[src/rtl/puf_reader.sv]
`default_nettype none
// ============================================================================
//  Module   : puf_reader
//  Brief    : Sequences arbiter-PUF races, majority-votes the synchronized
//             response bits and assembles a multi-word device ID.
//  Revision : 1.0  initial release
// ============================================================================
module puf_reader #(
  parameter int unsigned SETTLE_CYCLES = 8,
  parameter int unsigned VOTES         = 5,
  parameter int unsigned NUM_WORDS     = 3,
  parameter logic [31:0] CHAL_BASE     = 32'hA5A5_0000,
  parameter logic [31:0] CHAL_STEP     = 32'h0000_0001
) (
  input  logic                     clk_i,
  input  logic                     rst_i,
  input  logic                     start_i,
  output logic                     busy_o,
  output logic                     done_o,
  output logic                     valid_o,
  output logic                     puf_enable_o,
  output logic [31:0]              puf_challenge_o,
  input  logic [31:0]              puf_resp_i,
  output logic [32*NUM_WORDS-1:0]  id_o
);

  localparam int unsigned c_vw = $clog2(VOTES + 1);
  localparam int unsigned c_ww = (NUM_WORDS > 1) ? $clog2(NUM_WORDS) : 1;
  localparam logic [7:0]      c_settle_last = 8'(SETTLE_CYCLES - 1);
  localparam logic [3:0]      c_vote_last   = 4'(VOTES - 1);
  localparam logic [c_ww-1:0] c_word_last   = c_ww'(NUM_WORDS - 1);
  localparam logic [c_vw-1:0] c_thresh      = c_vw'((VOTES + 1) / 2);

  if ((VOTES % 2 == 0) || (VOTES < 1) || (VOTES > 15)) begin : g_bad_votes
    $error("puf_reader: VOTES must be odd and within 1..15");
  end
  if ((SETTLE_CYCLES < 4) || (SETTLE_CYCLES > 255)) begin : g_bad_settle
    $error("puf_reader: SETTLE_CYCLES must be within 4..255");
  end
  if (NUM_WORDS < 1) begin : g_bad_words
    $error("puf_reader: NUM_WORDS must be at least 1");
  end

  typedef enum logic [2:0] {
    S_IDLE   = 3'd0,
    S_LOW    = 3'd1,
    S_HIGH   = 3'd2,
    S_COMMIT = 3'd3,
    S_DONE   = 3'd4
  } state_t;

  state_t                  r_state;
  logic [31:0]             r_sync1;
  logic [31:0]             r_sync2;
  logic [7:0]              r_cnt;
  logic [3:0]              r_vote;
  logic [c_ww-1:0]         r_word;
  logic [c_vw-1:0]         r_ones [32];
  logic                    r_busy;
  logic                    r_done;
  logic                    r_valid;
  logic                    r_en;
  logic [31:0]             r_chal;
  logic [32*NUM_WORDS-1:0] r_id;
  logic [31:0]             w_maj;

  for (genvar i = 0; i < 32; i++) begin : g_maj
    assign w_maj[i] = (r_ones[i] >= c_thresh);
  end

  always_ff @(posedge clk_i) begin
    if (rst_i) begin
      r_state <= S_IDLE;
      r_sync1 <= '0;
      r_sync2 <= '0;
      r_cnt   <= '0;
      r_vote  <= '0;
      r_word  <= '0;
      for (int i = 0; i < 32; i++) r_ones[i] <= '0;
      r_busy  <= 1'b0;
      r_done  <= 1'b0;
      r_valid <= 1'b0;
      r_en    <= 1'b0;
      r_chal  <= CHAL_BASE;
      r_id    <= '0;
    end else begin
      r_sync1 <= puf_resp_i;
      r_sync2 <= r_sync1;
      r_done  <= 1'b0;
      // Lags the state by one edge: rises the cycle after acceptance, still high in DONE.
      r_busy  <= (r_state != S_IDLE);
      case (r_state)
        S_IDLE: begin
          if (start_i) begin
            r_state <= S_LOW;
            r_cnt   <= '0;
            r_vote  <= '0;
            r_word  <= '0;
            r_chal  <= CHAL_BASE;
            r_id    <= '0;
            r_valid <= 1'b0;
          end
        end
        S_LOW: begin
          if (r_cnt == c_settle_last) begin
            r_cnt   <= '0;
            r_en    <= 1'b1;
            r_state <= S_HIGH;
          end else begin
            r_cnt <= r_cnt + 8'd1;
          end
        end
        S_HIGH: begin
          if (r_cnt == c_settle_last) begin
            r_cnt <= '0;
            r_en  <= 1'b0;
            for (int i = 0; i < 32; i++) r_ones[i] <= r_ones[i] + c_vw'(r_sync2[i]);
            if (r_vote < c_vote_last) begin
              r_vote  <= r_vote + 4'd1;
              r_state <= S_LOW;
            end else begin
              r_state <= S_COMMIT;
            end
          end else begin
            r_cnt <= r_cnt + 8'd1;
          end
        end
        S_COMMIT: begin
          for (int k = 0; k < NUM_WORDS; k++) begin
            if (r_word == c_ww'(k)) r_id[k*32 +: 32] <= w_maj;
          end
          for (int i = 0; i < 32; i++) r_ones[i] <= '0;
          if (r_word < c_word_last) begin
            r_word  <= r_word + c_ww'(1);
            r_chal  <= r_chal + CHAL_STEP;
            r_vote  <= '0;
            r_state <= S_LOW;
          end else begin
            r_state <= S_DONE;
          end
        end
        S_DONE: begin
          r_done  <= 1'b1;
          r_valid <= 1'b1;
          r_state <= S_IDLE;
        end
        default: r_state <= S_IDLE;
      endcase
    end
  end

  assign busy_o          = r_busy;
  assign done_o          = r_done;
  assign valid_o         = r_valid;
  assign puf_enable_o    = r_en;
  assign puf_challenge_o = r_chal;
  assign id_o            = r_id;

endmodule
`default_nettype wire

[config.mk]
export PLATFORM = sky130hd
export DESIGN_NAME = puf_reader
export DESIGN_NICKNAME = d
export VERILOG_FILES = /design/src/rtl/puf_reader.sv
export SDC_FILE = /design/constraint.sdc
export NUM_CORES = 1
export LEC_CHECK = 0
export BUFFER_PORTS_ARGS = -buffer_cell sky130_fd_sc_hd__buf_2
export CELL_PAD_IN_SITES_DETAIL_PLACEMENT = 1
export CELL_PAD_IN_SITES_GLOBAL_PLACEMENT = 1
export CORE_ASPECT_RATIO = 0.5
export CORE_MARGIN = 2
export CORE_UTILIZATION = 41
export CTS_BUF_LIST = sky130_fd_sc_hd__clkbuf_2 sky130_fd_sc_hd__clkbuf_4 sky130_fd_sc_hd__clkbuf_8
export DETAILED_ROUTE_END_ITERATION = 10
export GPL_ROUTABILITY_DRIVEN = 0
export PLACE_DENSITY = 0.86
export SKIP_CTS_REPAIR_TIMING = 1
export SYNTH_ARGS = -nofsm -noshare
export SYNTH_HDL_FRONTEND = slang
export SYNTH_SLANG_ARGS = --single-unit
[constraint.sdc]
create_clock -name clk_i -period 3 [get_ports clk_i]
set_clock_uncertainty 0.1 [all_clocks]
set_input_delay 0 -clock clk_i [delete_from_list [all_inputs] [get_ports clk_i]]
set_output_delay 0 -clock clk_i [all_outputs]
set_load 0.02 [all_outputs]
## Word level (Yosys, flattened, before mapping)

Memories as Yosys holds them, arrays and structs flattened.
Cells that the tools add are included.

| word-level totals | value |
|---|---|
| flip-flop bits (word level) | 213 |
| bits in writable memories | 96 |
| output and inout bits | 132 |
| word-level logic and storage cells | 286 |
| memories kept | 1 |

Memory list:

| memory | words | bits a word | rd ports | clocked after memory_dff | write ports | RTL line | RTL |
|---|---|---|---|---|---|---|---|
| r_ones | 32 | 3 | 32 | 0 | 32 | 58 | `logic [c_vw-1:0] r_ones [32];` |

| operators by class | value |
|---|---|
| $add $sub $neg | 36 |
| magnitude comparators | 34 |
| eq/ne operators | 15 |
| multiplexer cells | 104 |
| bitwise gates (word level) | 64 |
| reduce and logical (&&, ||, !) cells | 18 |

Operator list:

| kind | count |
|---|---|
| $mux W3 | 68 |
| $pmux W96 S2 | 1 |
| $mux W32 | 5 |
| $add A3 B1 Y3 | 32 |
| $ge A3 B2 Y1 const B | 32 |
| $mux W96 | 1 |
| $or A1 B1 Y1 | 64 |
| $pmux W32 S2 | 1 |
| $add A32 B1 Y32 const B | 1 |
| $reduce_and A3 Y1 | 6 |
| $mux W4 | 4 |
| $mux W8 | 2 |
| $ne A2 B2 Y1 const B | 8 |
| $pmux W8 S2 | 1 |
| $mux W1 | 13 |
| $pmux W3 S4 | 1 |
| $pmux W4 S3 | 1 |
| $add A8 B1 Y8 const B | 1 |
| $eq A8 B3 Y1 const B | 1 |
| $reduce_bool A2 Y1 | 4 |
| $eq A3 B2 Y1 const B | 2 |
| $mux W2 | 3 |
| $reduce_bool A3 Y1 | 2 |
| $reduce_and A5 Y1 | 1 |
| 14 further kinds | 16 |

## Logic depth before layout (Yosys ltp)

Gate-level depths: netlist (run 1).

| logic depth | value |
|---|---|
| depth in word-level cells | 7 |
| mapped depth | 7 |

## Worst setup path after synthesis (run 1)

OpenSTA, ideal clock, no wires.

| path | value |
|---|---|
| path kind | reg-to-reg |
| start point | reg r_state[0] |
| end point | mem r_ones[0][10] (netlist name), enable pin |
| arrival | 2.352 ns |
| required time | 2.220 ns |
| setup slack | -0.132 ns |
| cell stages (with the launch flop) | 6 |
| path buffers | 2 |
| period minus slack after synthesis | 3.132 ns |
| cell sequence | dfxtp_1 -> clkbuf_1 -> nor3b_2 -> nand3_1 -> clkbuf_1 -> nand3_1 |

RTL lines:

| item | RTL line | RTL |
|---|---|---|
| from (decl) | 52 | `state_t r_state;` |
| from (signal assigned) | 73 | `r_state <= S_IDLE;` |
| from (signal assigned) | 95 | `r_state <= S_LOW;` |
| from (signal assigned) | 108 | `r_state <= S_HIGH;` |
| to (decl) | 58 |  |

## Worst setup path in the final report (run 1)

| path | value |
|---|---|
| start point | reg r_word[1] |
| end point | reg r_id[48], in the netlist id_o[48] |

| between the ends | value |
|---|---|
| word-level cells in the longest chain between the ends | 3 |

RTL lines:

| item | RTL line | RTL |
|---|---|---|
| from (decl) | 57 | `logic [c_ww-1:0] r_word;` |
| from (signal assigned) | 134 | `r_word <= r_word + c_ww'(1);` |
| $eq A2 B1 Y1 | 130 | `if (r_word == c_ww'(k)) r_id[k*32 +: 32] <= w_maj;` |
| $ne A2 B2 Y1 (no line) | -- |  |
| $reduce_and A3 Y1 (no line) | -- |  |
| to (signal, indexed assignment) | 130 |  |
| to (decl) | 64 | `logic [32*NUM_WORDS-1:0] r_id;` |

Every way passes these cells.
A chain may end at the register's enable or synchronous reset.

==> reports/summary.txt, run 1 <==
ANT cells -> 0
# setup viols final -> 0
Fin Setup TNS -> 0 ns
Clock latency on the worst-skew pair -> 0.60 ns
Residual DRC -> 0
DP HPWL -> 23500 um
Area after DPL -> 13700 um^2
Mapped cell area -> 12500 um^2
Switching share of power -> 23.5%
Post-layout util -> 50.4%
Total Wirelength -> 36600 um
Critical Path Start Type -> flop
Worst-path cell chain -> inv_1 -> ha_1 -> nand3_1 -> a21o_1 -> nand2_1 -> a21oi_1
Pwr Total -> 8.39 mW
Minimum clock period -> 2.41 ns
Slowest cell on crit path -> a21o_1
Crit-path leading delay family -> compound AO/OA/AOI/OAI gates
Hold Vio Cnt, Final -> 0
Port bufs -> 166
Filler cells -> 3515
Num CTS Buffers -> 46
Worst Tran Pin Value -> 1.20 ns
Post-route cell area -> 15200 um^2
Top FF cell, synth -> dfxtp_1
Gate power share -> 4.5%
Fmax -> 415 MHz
Clock sinks -> 309
Status -> completed
Core Area -> 30200 um^2
Top cells by area, synth -> dfxtp_1 42%, edfxtp_1 12%, nand2_1 8.4%
Max_cap viols -> 0
Critical path class -> reg -> reg
Drt pass-1 iters -> 5
Avg Cell Area, Syn -> 9.20 um^2
CP max FO -> 32
Area leader, netlist -> dfxtp_1
Via/cell ratio -> 5.35
Crit end category -> flop
Leak -> 6.20 nW
Crit path largest cell delay -> 0.94 ns
RSZ-0062 raised after global routing -> no
CTS tree -> yes
Antenna violations before repair -> 0
WL/cell -> 18.3 um
Buffers and inverters on the worst path -> 1
CP arrival -> 2.80 ns
Total track usage -> 21.7%
Clk pwr share -> 44.2%
Top-area cell type share of the netlist area -> 41.8%
P_int -> 6.42 mW
Core Rows -> 45
Global route total overflow -> 0
Htree depth -> 2
Die height -> 127 um
Sequential share of the synthesized area -> 53.3%
Number of synthesized flops with an enable pin -> 48
Register bit total from synthesis -> 309
Starting DRT DRC Count -> 641
Die Area -> 32000 um^2
CTS root buf -> clkbuf_8
Syn nets -> 1464
Nets -> 1671
Sequential share of power -> 51.3%
Min-Delay Path Class -> in -> reg
Clock Path Buffers -> 3
Layout cells sized above 1 -> 18.1%
Ports -> 167
Largest net degree at the start of global routing -> 146
Async set-reset flop share out of synthesis -> 0%
Cell count after synthesis -> 1359
Syn. warnings -> 0
Slew Limit Fails -> 0
Net Sw Power -> 1.97 mW
Critical Path RT -> 3.39 ns
CTS clk-pin slew, worst paths -> 0.07 ns
Final worst-path cycle share -> 80.3%
Total power per unit cell area -> 552 nW/um^2
Die width -> 251 um
Rel. slew slack -> 19.7%
Vias in the first global route -> 11100
Initial Util -> 41.4%
Synth cell types -> 57
VDD IR max -> 241 uV
DRT antenna net count -> 0
Vias -> 10700
First-pass GRT wire length -> 56300 um
Area growth from synthesis to layout -> 21.6%
synth_stat cells (4+ instances only):
master / number
and3_1: 41
mux2i_1: 10
edfxtp_1: 48
a21oi_1: 195
nand4_1: 16
nor3_1: 14
clkbuf_1: 65
ha_1: 70
xor2_1: 8
buf_2: 12
nand2_1: 279
nand3_1: 22
and4_1: 7
inv_1: 24
nor2b_1: 65
or4_1: 4
a31oi_1: 5
xnor2_1: 23
o21ai_0: 30
or3_1: 28
a211oi_1: 5
dfxtp_1: 261
nor4_1: 4
nor2_1: 73
and2_1: 5
a21o_1: 5
cell usage in the layout, fill, tap and decap left out, types with 7 or more instances in the layout:
master / synthesis / routed
nand2_1: 279 / 279
dfxtp_1: 261 / 261
a21oi_1: 195 / 192
buf_2: 12 / 165
nor2_1: 73 / 73
ha_1: 70 / 70
nor2b_1: 65 / 65
clkbuf_8: 0 / 57
dlygate4sd3_1: 0 / 50
edfxtp_1: 48 / 48
and3_1: 41 / 40
o21ai_0: 30 / 30
or3_1: 28 / 28
inv_1: 24 / 24
xnor2_1: 23 / 23
buf_4: 0 / 23
nand3_1: 22 / 21
clkbuf_4: 0 / 17
nand4_1: 16 / 16
nor3_1: 14 / 14
mux2i_1: 10 / 10
xor2_1: 8 / 8
and4_1: 7 / 7
path summary, 6_finish.rpt:
path / startpoint / end / slack [ns] / depth (start not counted)
worst min-delay path: puf_resp_i[3] / r_sync1[3] / 0.06 / 3
worst min register to register: r_sync1[3] / r_sync2[3] / 0.34 / 1
worst max register to register: r_word[1] / id_o[48] / 0.59 / 6
worst max-delay path: r_word[1] / id_o[48] / 0.59 / 6
flip-flops by register name, summed over array words and instances (netlist names):
| register | count |
|---|---|
| r_word | 2 |
| puf_enable_o | 1 |
| id_o | 96 |
| r_sync2 | 32 |
| puf_challenge_o | 32 |
| done_o | 1 |
| busy_o | 1 |
| valid_o | 1 |
| r_sync1 | 32 |
| r_vote | 4 |
| r_ones | 96 |
| r_cnt | 8 |
| r_state | 3 |
worst min-delay path, stage by stage:
cell and delay (ns):
dlygate4sd3_1 0.51, buf_2 0.09, nor2b_1 0.11
final cells by class:
type	count	area [um^2]	share of cell area [%]
Tap cell	399	499	3.28
Sequential cell	309	6670	43.9
Clock buffer	74	912	6.00
Multi-Input combinational cell	945	5430	35.7
Timing Repair Buffer	240	1530	10.1
Inverter	24	90.1	0.593
Clock inverter	9	71.3	0.469
power by group through the flow:
stage / logic, mW / clock network [mW] / registers (mW)
2_1_floorplan: 0.210 / 0 / 4.39
3_3_place_gp: 0.303 / 0 / 4.39
3_5_place_dp: 0.318 / 0 / 4.40
4_1_cts: 0.321 / 3.75 / 4.31
5_1_grt: 0.410 / 3.96 / 4.31
6_report: 0.374 / 3.71 / 4.31
cells by family after synthesis:
group	Yosys count	share of synthesized area [%]
AO/OA/AOI/OAI	259	11.2
XOR/XNOR	31	2.17
AND/OR/NAND/NOR	575	22.1
multiplexers	10	0.801
flip-flops	309	53.3
buffers and inverters	105	3.40
adder cells (fa/ha/maj)	70	7.00
per-stage QoR:
step | instances | setup WS (ns) | hold slack [ns]
after floorplan | 1359 | 0.389 | 0.0282
after global placement | 1867 | 0.677 | 0.112
after detailed placement | 1867 | 0.637 | 0.121
after CTS | 1950 | 0.626 | -0.497
after global routing | 2000 | 0.434 | 0.0678
final | 2000 | 0.591 | 0.0560
metal layers:
| layer | wire length [um] | global-route usage [%] |
|---|---|---|
| met5 | 0 | 0 |
| met3 | 1500 | 3.99 |
| met2 | 18600 | 39.8 |
| met1 | 15300 | 25.4 |
| met4 | 1100 | 8.12 |
(Power assumes the default switching activity.)
==> run 2, diff against run 1 <==
- clock period: 3 -> 2 ns (I/O delays scaled with it)
==> reports/summary.txt, run 2 (synthesis gave the netlist of run 1 again) <==
Status -> complete, but fails checks
Violated checks -> setup timing
Commonest non-fill, non-tap cells in the layout -> 255 x nand2_1, 241 x dfxtp_1, 165 x buf_2
Hold depth -> 3
Antenna violations before repair -> 0
Area growth from synthesis to layout -> 35.6%
Critical path class -> reg -> reg
CP arrival -> 2.69 ns
Gate power share -> 6.6%
Clk pwr share -> 42.2%
Largest net degree at the start of global routing -> 85
Residual DRC -> 0
Clock latency on the worst-skew pair -> 0.61 ns
Top layer in use -> met4
Layout cells sized above 1 -> 30.3%
Num CTS Buffers -> 44
Fmax -> 434 MHz
Initial Util -> 41.4%
CP max FO -> 18
Worst Tran Pin Value -> 1.14 ns
Sequential share of power -> 51.1%
DRT antenna net count -> 0
Ports -> 167
# setup viols final -> 233
Min-Delay Path Class -> in -> reg
Global route total overflow -> 0
Rel. slew slack -> 24.0%
Routed wl met2 -> 26000 um
CTS tree -> yes
Buffers and inverters on the worst path -> 5
Number of stages on the worst setup path -> 9
P_int -> 9.39 mW
Via/cell ratio -> 5.95
Switching share of power -> 25.6%
Worst-path cell chain -> buf_6 -> buf_12 -> buf_4 -> nand3b_1 -> buf_4 -> buf_12 -> nor2_1 -> nand2_1 -> a21oi_1
Critical Path RT -> 2.39 ns
Core Area -> 30200 um^2
Worst R2R Path Depth -> 9
Leak -> 7.08 nW
Die height -> 127 um
Filler cells -> 3366
Total power per unit cell area -> 745 nW/um^2
Wire length on met3 -> 3260 um
Drt pass-1 iters -> 6
Pre-CTS setup slack -> -0.152 ns
Port bufs -> 166
Total track usage -> 22.9%
Slowest cell on crit path -> nor2_1
First-pass GRT wire length -> 59100 um
Wire length on met1 -> 19600 um
Final worst-path cycle share -> 115%
Clock sinks -> 309
Slew Limit Fails -> 0
Commonest non-fill, non-tap cell in the layout -> nand2_1
Die Area -> 32000 um^2
Critical Path Start Type -> flop
Net Sw Power -> 3.24 mW
Crit-path leading delay family -> buffers and inverters
Clock Path Buffers -> 3
Post-route insts no fill -> 2082
Nets -> 1756
Total Wirelength -> 52600 um
ANT cells -> 0
RSZ-0062 raised after global routing -> yes
WL/cell -> 25.3 um
Minimum clock period -> 2.30 ns
VDD IR max -> 318 uV
CTS root buf -> clkbuf_8
Placed insts -> 1905
Max_cap viols -> 0
Core Rows -> 45
Starting DRT DRC Count -> 1114
Die width -> 251 um
Vias -> 12400
Crit path largest cell delay -> 0.45 ns
CTS clk-pin slew, worst paths -> 0.08 ns
Hold Vio Cnt, Final -> 0
Final worst slack -> -0.303 ns
Pwr Total -> 12.6 mW
Crit end category -> flop
Htree depth -> 2
Vias in the first global route -> 11500
DP HPWL -> 25500 um
[run 2: changes by cell type in the layout (fill, tap and decap cells not counted), moves of 20 or more]
| cell | before | now |
|---|---|---|
| a21oi_2 | 3 | 59 |
| dfxtp_1 | 261 | 241 |
| nand2_1 | 279 | 255 |
| nand2_4 | 0 | 23 |
| buf_4 | 23 | 69 |
| a21oi_1 | 192 | 133 |
[run 2: tightest hold or removal path, stage by stage]
cell           delay [ns]
dlygate4sd3_1        0.51
buf_2                0.09
nor2b_1              0.10
[run 2: path summary, 6_finish.rpt]
kind                                startpoint           to  slack, ns
worst max register to register      r_state[0]     id_o[12]      -0.30
worst max-delay path                r_state[0]     id_o[12]      -0.30
worst min-delay path            puf_resp_i[27]  r_sync1[27]       0.08
worst min register to register     r_sync1[22]  r_sync2[22]       0.33
[run 2: per-layer routing]
metal | global-route usage [%] | up-vias
met5 | 0 | -
met4 | 11.2 | 0
met3 | 3.67 | 306
met2 | 42.6 | 679
met1 | 25.9 | 6160
li1 | - | 5237
[run 2: layout make-up]
class | instances | area, um^2 | area share [%]
Sequential cell | 309 | 6720 | 39.6
Inverter | 24 | 90.1 | 0.531
Tap cell | 399 | 499 | 2.94
Clock inverter | 9 | 41.3 | 0.243
Multi-Input combinational cell | 945 | 6120 | 36.1
Clock buffer | 69 | 837 | 4.94
Timing Repair Buffer | 327 | 2660 | 15.7
[run 2: per-stage QoR]
| step | setup TNS [ns] | hold slack, ns | util [%] | instance area, um^2 |
|---|---|---|---|---|
| floorplan | -3.10 | 0.0282 | - | 12600 |
| global placement | -0.510 | 0.110 | 47.2 | 14200 |
| detailed placement | -13.25 | 0.116 | 47.2 | 14200 |
| CTS | -22.37 | -0.512 | 50.1 | 15100 |
| global route | -23.80 | 0.0808 | 56.2 | 17000 |
| finish | -17.53 | 0.0769 | 56.2 | 17000 |
[run 2: power groups by stage]
stage | Sequential (mW) | Clock, mW | Combinational (mW)
floorplan | 6.57 | 0 | 0.317
global placement | 6.57 | 0 | 0.507
detailed placement | 6.58 | 0 | 0.531
CTS | 6.45 | 5.21 | 0.537
global route | 6.46 | 5.64 | 0.872
finish | 6.46 | 5.34 | 0.837
